### src/rtl/counter_bank_pkg.sv
// counter_bank_pkg: op codes and arithmetic helpers shared by counter_bank
package counter_bank_pkg;

   localparam int MAX_N = 256;
   localparam int MAX_W = 64;

   typedef enum logic [2:0] {OP_NONE, OP_CLR, OP_NEXT, OP_PREV, OP_INC, OP_DEC} op_e;

   typedef struct packed {
      logic [MAX_W-1:0] value;
      logic             limit;
   } upd_t;

   function automatic logic [MAX_N-1:0] onehot(input int unsigned idx, input int unsigned n);
      return (idx < n) ? {{(MAX_N-1){1'b0}}, 1'b1} << idx : '0;
   endfunction

   // One extra bit holds the carry/borrow; w selects the counter width.
   function automatic upd_t step_update(input logic [MAX_W-1:0] val, input logic [MAX_W-1:0] step,
                                        input logic dir, input logic sat, input int unsigned w);
      logic [MAX_W:0] mask;
      logic [MAX_W:0] r;
      upd_t           u;
      mask    = ({{MAX_W{1'b0}}, 1'b1} << w) - (MAX_W+1)'(1);
      r       = dir ? {1'b0, val} + {1'b0, step} : {1'b0, val} - {1'b0, step};
      u.limit = dir ? (r > mask) : r[MAX_W];
      u.value = (sat && u.limit) ? (dir ? mask[MAX_W-1:0] : '0) : r[MAX_W-1:0] & mask[MAX_W-1:0];
      return u;
   endfunction

endpackage

### src/rtl/counter_bank_btn_edge_sync.sv
// btn_edge_sync: 2-flop synchroniser with a one-cycle rising-edge pulse
module btn_edge_sync (
   input  logic clk,
   input  logic reset_n,
   input  logic btn_i,
   output logic pulse_o
);

   logic s1_q, s2_q, prev_q;

   always_ff @(posedge clk) begin
      if (!reset_n) {s1_q, s2_q, prev_q} <= '0;
      else {s1_q, s2_q, prev_q} <= {btn_i, s1_q, s2_q};
   end

   assign pulse_o = s2_q & ~prev_q;

endmodule

### src/rtl/counter_bank.sv
// counter_bank: N front-panel counters driven by synchronised buttons plus a host load port
module counter_bank
   import counter_bank_pkg::*;
#(
   parameter  int N        = 8,
   parameter  int W        = 16,
   parameter  int STEP     = 1,
   parameter  int SATURATE = 0,
   localparam int IDX_W    = (N > 2) ? $clog2(N) : 1
) (
   input  logic             clk,
   input  logic             reset_n,
   input  logic             btn_next,
   input  logic             btn_prev,
   input  logic             btn_inc,
   input  logic             btn_dec,
   input  logic             btn_clr,
   input  logic             load_en,
   input  logic [IDX_W-1:0] load_idx,
   input  logic [W-1:0]     load_val,
   output logic [N*W-1:0]   cntr_all,
   output logic [W-1:0]     cntr_sel,
   output logic [IDX_W-1:0] sel_idx,
   output logic [N-1:0]     sel_onehot,
   output logic             limit_pulse
);

   localparam logic [IDX_W-1:0] LAST = IDX_W'(N - 1);
   localparam logic [IDX_W:0]   N_L  = (IDX_W+1)'(N);

   logic [4:0]       btn, pulse;
   op_e              op;
   logic [W-1:0]     cnt_q [N];
   logic [W-1:0]     cnt_d [N];
   logic [IDX_W-1:0] sel_q, sel_d;
   logic [W-1:0]     cntr_sel_q, cntr_sel_d;
   logic             lim_q, lim_d, ld_hit, blk;
   upd_t             upd;
   logic [MAX_N-1:0] oh_full;
   logic             unused_ok;

   // Bit order doubles as priority order: clr, next, prev, inc, dec.
   assign btn = {btn_dec, btn_inc, btn_prev, btn_next, btn_clr};

   for (genvar g = 0; g < 5; g++) begin : g_sync
      btn_edge_sync u_sync (.clk(clk), .reset_n(reset_n), .btn_i(btn[g]), .pulse_o(pulse[g]));
   end

   for (genvar g = 0; g < N; g++) begin : g_out
      assign cntr_all[g*W +: W] = cnt_q[g];
   end

   always_comb begin
      op = pulse[0] ? OP_CLR : pulse[1] ? OP_NEXT : pulse[2] ? OP_PREV :
           pulse[3] ? OP_INC : pulse[4] ? OP_DEC : OP_NONE;
      ld_hit = load_en && ({1'b0, load_idx} < N_L);
      blk = ld_hit && (load_idx == sel_q);
      upd = step_update(MAX_W'(cnt_q[sel_q]), MAX_W'(STEP), op == OP_INC, SATURATE != 0, W);
      cnt_d = cnt_q;
      sel_d = sel_q;
      lim_d = 1'b0;
      if (op == OP_NEXT) sel_d = (sel_q == LAST) ? '0 : sel_q + IDX_W'(1);
      else if (op == OP_PREV) sel_d = (sel_q == '0) ? LAST : sel_q - IDX_W'(1);
      else if (op == OP_CLR && !blk) cnt_d[sel_q] = '0;
      else if ((op == OP_INC || op == OP_DEC) && !blk) begin
         cnt_d[sel_q] = upd.value[W-1:0];
         lim_d = upd.limit;
      end
      if (ld_hit) cnt_d[load_idx] = load_val;
      cntr_sel_d = cnt_d[sel_d];
   end

   always_ff @(posedge clk) begin
      if (!reset_n) begin
         cnt_q      <= '{default: '0};
         sel_q      <= '0;
         cntr_sel_q <= '0;
         lim_q      <= 1'b0;
      end else begin
         cnt_q      <= cnt_d;
         sel_q      <= sel_d;
         cntr_sel_q <= cntr_sel_d;
         lim_q      <= lim_d;
      end
   end

   assign oh_full     = onehot(32'(sel_q), N);
   assign sel_onehot  = oh_full[N-1:0];
   assign unused_ok   = ^{oh_full, upd};
   assign cntr_sel    = cntr_sel_q;
   assign sel_idx     = sel_q;
   assign limit_pulse = lim_q;

endmodule

### config.mk
export PLATFORM = sky130hd
export DESIGN_NAME = counter_bank
export DESIGN_NICKNAME = d
export VERILOG_FILES = /design/src/rtl/counter_bank_pkg.sv /design/src/rtl/counter_bank_btn_edge_sync.sv /design/src/rtl/counter_bank.sv
export SDC_FILE = /design/constraint.sdc
export NUM_CORES = 1
export LEC_CHECK = 0
export BUFFER_PORTS_ARGS = -buffer_cell sky130_fd_sc_hd__buf_2
export CELL_PAD_IN_SITES_DETAIL_PLACEMENT = 1
export CELL_PAD_IN_SITES_GLOBAL_PLACEMENT = 1
export CORE_UTILIZATION = 30
export CTS_CLUSTER_DIAMETER = 40
export DETAILED_ROUTE_END_ITERATION = 7
export PLACE_DENSITY = 0.65
export SYNTH_ARGS = -nofsm -noshare
export SYNTH_HDL_FRONTEND = slang
export SYNTH_SLANG_ARGS = --single-unit
### constraint.sdc
create_clock -name clk -period 6.16 [get_ports clk]
set_clock_uncertainty 0.05 [all_clocks]
set_input_delay 1.232 -clock clk [delete_from_list [all_inputs] [get_ports clk]]
set_output_delay 1.232 -clock clk [all_outputs]
set_load 0.01 [all_outputs]
==> impl_metrics.ini <==
[status]
status = finished, final reports clean

[logic_synthesis]
synthesis.nets = 1352
ys_types = 89
synth-main-ff-cell = dfxtp_1
syn_area_um2 = 10300
synth_area_leaders = dfxtp_1 (32%), nor2_1 (5.7%), a221oi_1 (5.3%)
async_flop_share = 0
postSynthCellCount = 1316
netlist_top_cells_count = dfxtp_1 (163), nor2_1 (157), nand2_1 (117)
ys_seq_area_frac = 0.317
synth_seq_cells = 163
avgSynthCellArea_um2 = 7.83
synth_edf_count = 0
yosys.area.top_type = dfxtp_1
yosys_warnings = 0
synth_top_area_share = 0.317
synth_most_common_cell = dfxtp_1

[finish]
drive_gt1_frac = 0.225
nets = 1487
fin_area_um2 = 12400
diodes = 0
area_growth_syn_to_layout_pct = 20.2
final_core_util = 0.367

[timing]
tightest_slew_ns = 1.26
slew_headroom = 0.158
hold_viol_final = 0
rsz0062_at_grt = no
setup_viol = 0
final.setup.tns_ns = 0
drv_slew = 0
min_period_ns = 5.04
timing.final.crit_share = 0.818
fmax_mhz = 199

[worst_setup_path]
path_class = reg2reg
endpoint_kind = flip-flop
cpPeakStageDelay_ns = 1.01
cp_max_fo = 25
cp_slowest_cell = dfxtp_1
cp-start-kind = flip-flop
arrival_ns = 5.34
cp_cell_sequence = nor2b_1, a221oi_1, o21a_2, inv_1, ha_1, inv_1, a211o_1, mux2i_1, o21ai_1, xnor2_1, nor2_1, a221o_1, a221oi_1, a31oi_1
crit_required_ns = 6.47

[floorplan]
die_h_um = 187
dieArea_um2 = 35100
start_util = 0.306
pin_count = 183
std_cell_rows = 67
design.core.area_um2 = 33700
die_width_um = 187

[flow_run]
max_cap_violations = 0

[placed_design]
place_area_um2 = 11800
portBuffers = 182
dp_hpwl_mm = 39.5
place_congestion = 0.963

[cts]
numCtsBuffers = 17
clkLatencyLatePin_ns = 0.48
cts-hold-fix-buffers = 0
cts_resized = 0
cts_setup_buffers = 0
clk_pin_slew_ns = 0.08
cts_tree = yes
htree_levels = 4
clk_path_buf_depth = 2
clockRootBuffer = clkbuf_16
clock_sinks = 163

[detailed_routing]
drtIter0Drc = 1352
wl_per_cell_um = 30.0
viasPerCell = 6.47
wl_mm = 57.4
drc = 0
ant_nets = 0
firstDrtPassIters = 5
num_vias = 12400

[pwr]
power.density_nw_per_um2 = 270
power_leakage_nw = 5.08
irDropWorstVdd_mv = 0.228

[global_route]
antenna_found_initial = 1
grt_pass1_wl_mm = 83.0
grt_max_degree = 50
grt_pass1_vias = 12100
grt_usage = 0.322
grt_overflow = 0

[hold_path]
hp-class = reg2reg
[area by class of cell]
type	count	area, um^2
sequential	163	3270
clock buffer	21	470
inverter	9	33.8
fill	4137	21300
timing repair buffer	236	1320
multi-input combinational	1024	6590
clock inverter	11	144
tap	448	561
[metal layers]
metal | vias to the layer above | routed length (um) | GRT usage
met5 | - | 10 | 0
met2 | 842 | 24700 | 0.483
met1 | 6089 | 23700 | 0.421
met4 | 2 | 3260 | 0.187
li1 | 5218 | - | -
met3 | 211 | 5840 | 0.0713
[worst max-delay path: cells and delay by family (launching register included)]
family,cells,cell delay (ns)
AOI/OAI and AO/OA,7,1.74
DFF,1,1.01
and+or+nand+nor,2,0.93
xor gates and xnor gates,1,0.54
muxes,1,0.26
adders and majority gates,1,0.20
buffers and inverters,2,0.19
[stage by stage]
step                worst slack [ns]  std cells  hold slack, ns  total power, mW
global route                   0.913       1912           0.411             3.45
global placement                1.38       1880           0.375             2.15
CTS                             1.32       1912           0.374             3.32
finish                          1.12       1912           0.375             3.35
detailed placement              1.34       1880           0.373             2.16
floorplan                       2.59       1316           0.362             1.80
[power breakdown]
group          internal [mW]  switching, mW
registers               1.12         0.0767
logic                  0.319          0.666
clock network          0.640          0.528
total                   2.07           1.27
[flip-flops by register name, indices dropped and copies added, names as in the netlist]
signal	count
g_sync.u_sync.s2_q	5
g_sync.u_sync.prev_q	5
cntr_all	128
cntr_sel	16
g_sync.u_sync.s1_q	5
limit_pulse	1
sel_idx	3
[placed cells by master, fill, tap and decap left out, types with 9 or more instances in the layout]
cell type  instances
a211oi_1          13
a21oi_1           63
a221o_1           25
a221oi_1          62
a31oi_1           17
and2_1            43
and3_1            19
buf_2            182
buf_4             54
clkbuf_16         17
dfxtp_1          161
ha_1               9
mux2i_1           40
mux4_2            11
nand2_1          117
nand2b_1          14
nand3_1           52
nor2_1           156
nor2b_1           12
nor3_1            69
nor4_1            12
o21ai_0           90
o22ai_1           19
xnor2_1           11
[worst paths after layout]
kind	from	end	slack, ns	depth (start not counted)
min	g_sync[1].u_sync.s1_q	g_sync[1].u_sync.s2_q	0.37	1
max reg2reg	sel_idx[1]	cntr_sel[6]	1.12	14
min reg2reg	g_sync[1].u_sync.s1_q	g_sync[1].u_sync.s2_q	0.37	1
max	sel_idx[1]	cntr_sel[6]	1.12	14
[kinds of logic (layout without fill, tap and decap cells)]
| family | after synthesis | count (layout) | share of synthesized area |
|---|---|---|---|
| DFF | 163 | 163 | 0.317 |
| muxes | 66 | 66 | 0.0828 |
| and+or+nand+nor | 543 | 543 | 0.253 |
| adders and majority gates | 9 | 9 | 0.0109 |
| xor gates and xnor gates | 15 | 15 | 0.0135 |
| AOI/OAI and AO/OA | 391 | 391 | 0.269 |
| buffers and inverters | 129 | 277 | 0.0544 |
(Power assumes the default switching activity.)
